$ cat src/rtl/rs_csee_sched.sv
// Scheduler in front of the RS decoder's Chien-search / error-evaluation stage:
// queues key-equation results, launches one CSEE pass per codeword and reports a verdict.
module rs_csee_sched #(
  parameter int unsigned DEPTH = 2,
  parameter int unsigned TAG_W = 4,
  parameter int unsigned BEATS = 24,
  parameter int unsigned QUIET = 3
) (
  input  logic             clk,
  input  logic             rstn,
  input  logic             rs_ena_in,
  input  logic             kes_valid,
  output logic             kes_ready,
  input  logic [7:0]       kes_lambda0,
  input  logic [7:0]       kes_lambda1,
  input  logic [7:0]       kes_lambda2,
  input  logic [7:0]       kes_omega0,
  input  logic [7:0]       kes_omega1,
  input  logic [TAG_W-1:0] kes_tag,
  output logic             csee_ena,
  output logic             csee_rs_ena,
  output logic [7:0]       csee_lambda0,
  output logic [7:0]       csee_lambda1,
  output logic [7:0]       csee_lambda2,
  output logic [7:0]       csee_omega0,
  output logic [7:0]       csee_omega1,
  input  logic             csee_in_process,
  input  logic             csee_decode_fail,
  output logic             beat_valid,
  output logic [4:0]       beat_idx,
  output logic [TAG_W-1:0] beat_tag,
  output logic             blk_done,
  output logic             blk_fail,
  output logic [TAG_W-1:0] blk_tag,
  output logic             proto_err
);

  localparam int unsigned AW = $clog2(DEPTH);
  localparam int unsigned CW = AW + 1;
  localparam int unsigned QW = $clog2(QUIET + 1);
  localparam logic [CW-1:0] FULL_CNT  = CW'(DEPTH);
  localparam logic [QW-1:0] QMAX      = QW'(QUIET);
  localparam logic [4:0]    LAST_BEAT = 5'(BEATS - 1);

  typedef struct packed {
    logic [7:0]       lambda0;
    logic [7:0]       lambda1;
    logic [7:0]       lambda2;
    logic [7:0]       omega0;
    logic [7:0]       omega1;
    logic [TAG_W-1:0] tag;
  } entry_t;

  typedef enum logic [2:0] {S_IDLE, S_RUN, S_TAIL1, S_TAIL2, S_REPORT} state_t;

  entry_t        mem [DEPTH];
  entry_t        hold, head, cur, in_entry;
  logic [AW-1:0] wr_ptr, rd_ptr;
  logic [CW-1:0] count;
  logic [QW-1:0] qcnt;
  logic [4:0]    bcnt;
  state_t        state, state_n;
  logic          verdict, perr, push, launch, err_set;

  assign in_entry  = {kes_lambda0, kes_lambda1, kes_lambda2, kes_omega0, kes_omega1, kes_tag};
  assign head      = mem[rd_ptr];
  assign kes_ready = rs_ena_in & (count != FULL_CNT);
  assign push      = kes_valid & kes_ready;
  // Launch depends on registers and rs_ena_in only, never on csee_in_process.
  assign launch    = (state == S_IDLE) & (count != '0) & rs_ena_in & (qcnt == QMAX);
  assign csee_ena  = launch;

  // Head drives the CSEE in the launch cycle, hold regs afterwards: same values.
  assign cur          = launch ? head : hold;
  assign csee_lambda0 = cur.lambda0;
  assign csee_lambda1 = cur.lambda1;
  assign csee_lambda2 = cur.lambda2;
  assign csee_omega0  = cur.omega0;
  assign csee_omega1  = cur.omega1;
  assign proto_err    = perr;

  always_comb begin
    state_n    = state;
    beat_valid = 1'b0;
    beat_idx   = '0;
    blk_done   = 1'b0;
    err_set    = 1'b0;
    case (state)
      S_IDLE: begin
        if (launch) begin
          beat_valid = 1'b1;
          if (csee_in_process) begin
            state_n = S_RUN;
          end else begin
            err_set = 1'b1;
            state_n = S_REPORT;
          end
        end
      end
      S_RUN: begin
        if (!csee_in_process) begin
          err_set = 1'b1;
          state_n = S_REPORT;
        end else begin
          beat_valid = 1'b1;
          beat_idx   = bcnt;
          if (bcnt == LAST_BEAT) state_n = S_TAIL1;
        end
      end
      S_TAIL1:  state_n = S_TAIL2;
      S_TAIL2:  state_n = S_REPORT;
      S_REPORT: begin
        blk_done = 1'b1;
        state_n  = S_IDLE;
      end
      default:  state_n = S_IDLE;
    endcase
    if (!rs_ena_in) state_n = S_IDLE;
    beat_tag    = beat_valid ? cur.tag : '0;
    blk_fail    = blk_done & verdict;
    blk_tag     = blk_done ? hold.tag : '0;
    // A failing report drops the CSEE enable for one cycle to clear its fail flag.
    csee_rs_ena = rs_ena_in & ~(blk_done & verdict);
  end

  always_ff @(posedge clk) begin
    if (push) mem[wr_ptr] <= in_entry;
  end

  always_ff @(posedge clk or negedge rstn) begin
    if (!rstn) begin
      state   <= S_IDLE;
      wr_ptr  <= '0;
      rd_ptr  <= '0;
      count   <= '0;
      qcnt    <= QMAX;
      bcnt    <= '0;
      hold    <= '0;
      verdict <= 1'b0;
      perr    <= 1'b0;
    end else begin
      state <= state_n;
      if (csee_in_process)   qcnt <= '0;
      else if (qcnt != QMAX) qcnt <= qcnt + QW'(1);
      if (!rs_ena_in) begin
        wr_ptr <= '0;
        rd_ptr <= '0;
        count  <= '0;
        perr   <= 1'b0;
      end else begin
        if (push)    wr_ptr <= wr_ptr + AW'(1);
        if (launch)  rd_ptr <= rd_ptr + AW'(1);
        count <= count + CW'(push) - CW'(launch);
        if (err_set) perr <= 1'b1;
      end
      if (launch) begin
        hold <= head;
        bcnt <= 5'd1;
      end else if (state == S_RUN && csee_in_process) begin
        bcnt <= bcnt + 5'd1;
      end
      if (err_set)               verdict <= 1'b1;
      else if (state == S_TAIL2) verdict <= csee_decode_fail;
    end
  end

endmodule

$ cat config.mk
export PLATFORM = sky130hd
export DESIGN_NAME = rs_csee_sched
export DESIGN_NICKNAME = d
export VERILOG_FILES = /design/src/rtl/rs_csee_sched.sv
export SDC_FILE = /design/constraint.sdc
export NUM_CORES = 1
export LEC_CHECK = 0
export CORE_MARGIN = 2
export CORE_UTILIZATION = 47
export DETAILED_ROUTE_END_ITERATION = 8
export GPL_ROUTABILITY_DRIVEN = 0
export HOLD_SLACK_MARGIN = 0.12
export PLACE_DENSITY = 0.73
export SYNTH_ARGS = -nofsm -noshare
export SYNTH_HDL_FRONTEND = slang
export SYNTH_SLANG_ARGS = --single-unit
$ cat constraint.sdc
create_clock -name clk -period 3.47 [get_ports clk]
set_clock_uncertainty 0.05 [all_clocks]
set_input_delay 0.694 -clock clk [delete_from_list [all_inputs] [get_ports clk]]
set_output_delay 0.694 -clock clk [all_outputs]
set_load 0.01 [all_outputs]
==> out/qor.yml <==
outcome: "completed"
grt.total_usage: 0.1847
cts.clk_slew.worst_paths_ps: 60
wl_per_cell_um: 17.42
drc_errors: 0
clkSinkCount: 148
rows: 41
fin_util: 0.6185
diodes: 0
cts_buffers: 17
vias: 3580
drive_gt1_frac: 0.1401
hold_buffers: 0
total_power_mw: 4.933
dpl.hpwl_mm: 7.276
post_cts.repair.setup_buffers: 0
die-area_um2: 13790
dr.pass1.iters: 4
cts_buffer_depth: 2
dp_worst_setup_slack_ps: 16.15
dp.cells: 661
slew_headroom: 0.3180
ir_drop_mv: 0.3314
synth_flop_cell: "edfxtp_1"
yosysWarnings: 0
max_cap_viol_count: 0
worstPathRequired_ps: 2730
final_area_um2: 7774
cp-start-kind: "input port"
syn-cell-area_um2: 6046
htree_levels: 4
place_area_um2: 7038
design.core.area_um2: 12570
die_h_um: 117.4
grt_pass1_wl_mm: 19.53
crit_fanout: 44
setup_viol: 0
syn_area_per_cell_um2: 13.90
synth-edff-count: 88
grt_max_degree: 49
totalWireLength_mm: 12.07
period_needed_ps: 3446
fmax_mhz: 290.2
post_synth_num_cell_types: 37
initial_utilization: 0.4810
drtAntennaViolNets: 0
async_flop_share: 0.4054
root_buffer: "clkbuf_16"
leakagePower_nw: 3.115
grt_pass1_vias: 3680
stdcell_count: 693
grt_antenna_before_repair: 0
setup_tns_ps: 0
grt_remaining_overflow: 0
via_per_inst: 5.166
cp_data_arrival_time_ps: 2700
fin_ws_ps: 23.98
die_w_um: 117.4
drt_iter0_markers: 243
nets: 562
io_pins: 110
critical_path_class: "input port to output pin"
period_share: 0.9931
worstMarginPinSlew_ps: 1023
rsz0062_at_grt: "true"
port_buffers: 109
synth-seq-cells: 148
ys_seq_area_frac: 0.6858
power_density_nw_per_um2: 634.6
synthToLayoutAreaGrowth_pct: 28.58
hold_path.class: "input port to async pin"
syn_nets: 489
worst_hold_slack_ps: 399.4
synthCells: 435
hold_violations: 0
clkLatencyLatePin_ps: 420
finalMaxSlewViolations: 0
cp-end-kind: "output pin"
fillCellCount: 945
cts_tree: "done"
==> critical path, stage by stage <==
cell	delay (ps)
clkdlybuf4s50_1	500
o211ai_1	130
or2_2	350
buf_12	200
o21ai_1	220
clkdlybuf4s50_1	580
==> logic make-up after synthesis <==
| family | Yosys count | share of synthesized area |
|---|---|---|
| DFF | 148 | 0.6858 |
| and+or+nand+nor | 50 | 0.04595 |
| AOI/OAI and AO/OA | 107 | 0.09209 |
| adders and majority gates | 4 | 0.008278 |
| buffers and inverters | 73 | 0.08071 |
| muxes | 50 | 0.08278 |
| xor gates and xnor gates | 3 | 0.004347 |
==> state kept, by name, summed over array words and instances, names as in the netlist <==
name / cells
verdict: 1
bcnt: 5
rd_ptr: 1
mem: 88
hold: 44
count: 2
wr_ptr: 1
proto_err: 1
state: 3
qcnt: 2
==> repair_timing <==
action,CTS,global route
gates cloned,0,0
endpoints found under the setup margin,2,37
resized for setup,2,37
==> area by class of cell <==
class / instances / area (um^2) / share of cell area
Inverter: 5 / 18.77 / 0.002414
Clock buffer: 19 / 432.9 / 0.05569
Timing Repair Buffer: 122 / 1270 / 0.1634
Tap cell: 172 / 215.2 / 0.02768
Clock inverter: 13 / 182.7 / 0.02350
Sequential cell: 148 / 4149 / 0.5337
Multi-Input combinational cell: 214 / 1505 / 0.1936
==> synth_stat cells (all sizes together) (3+ instances only) <==
cell type,number,area [um^2]
ha,4,50.05
nor3,3,15.01
nor2,8,30.03
a21oi,3,15.01
buf,51,405.4
inv,5,18.77
clkbuf,17,63.81
mux2i,50,500.5
dfrtp,58,1451
nand2,10,37.54
edfxtp,88,2643
and2,12,75.07
o21ai,96,480.5
==> routing by layer <==
layer	routed length (um)	part of all wire	up-vias	global-route usage
met5	0	0	-	0
met4	254	0.021	0	0.08584
met3	622	0.052	16	0.05010
met2	6147	0.51	108	0.3045
met1	5048	0.42	1756	0.2276
li1	-	-	1700	-
==> worst paths after layout <==
path | start | to | slack (ps) | cells past startpoint
max reg2reg | qcnt[0] | count[1] | 850 | 12
max | rs_ena_in | csee_omega0[1] | 20 | 6
min | rstn | hold[37] | 400 | 1
max in group asynchronous | rstn | rd_ptr | 2100 | 2
min in group clk | proto_err | proto_err | 450 | 2
min reg2reg | proto_err | proto_err | 450 | 2
==> power breakdown <==
part	switching, mW	internal (mW)
combinational	0.403	0.442
clock	0.691	1.20
sequential	0.0768	2.12
total	1.17	3.76
==> layout by cell type (no fill, tap or decap), types with 2 or more instances in the layout <==
master and instances:
mux2i_1 50, clkinv_2 3, nand2_1 10, buf_4 9, or2_2 2, dlymetal6s2s_1 18
buf_12 3, and2_1 12, edfxtp_1 88, clkbuf_16 17, a21oi_1 3, clkinvlp_4 4
nor3_1 3, dfrtp_1 56, nand2b_1 2, nor2_1 7, dfstp_2 2, inv_1 5
o21ai_1 30, a31oi_1 2, clkdlybuf4s50_1 90, nor2b_1 2, clkbuf_1 2, dfrtp_2 2
o211ai_1 2, o21ai_2 18, xnor2_1 2, o21ai_0 48, ha_1 3, o21a_1 2
bufinv_16 4, nand4_1 2
(Power assumes the default switching activity.)
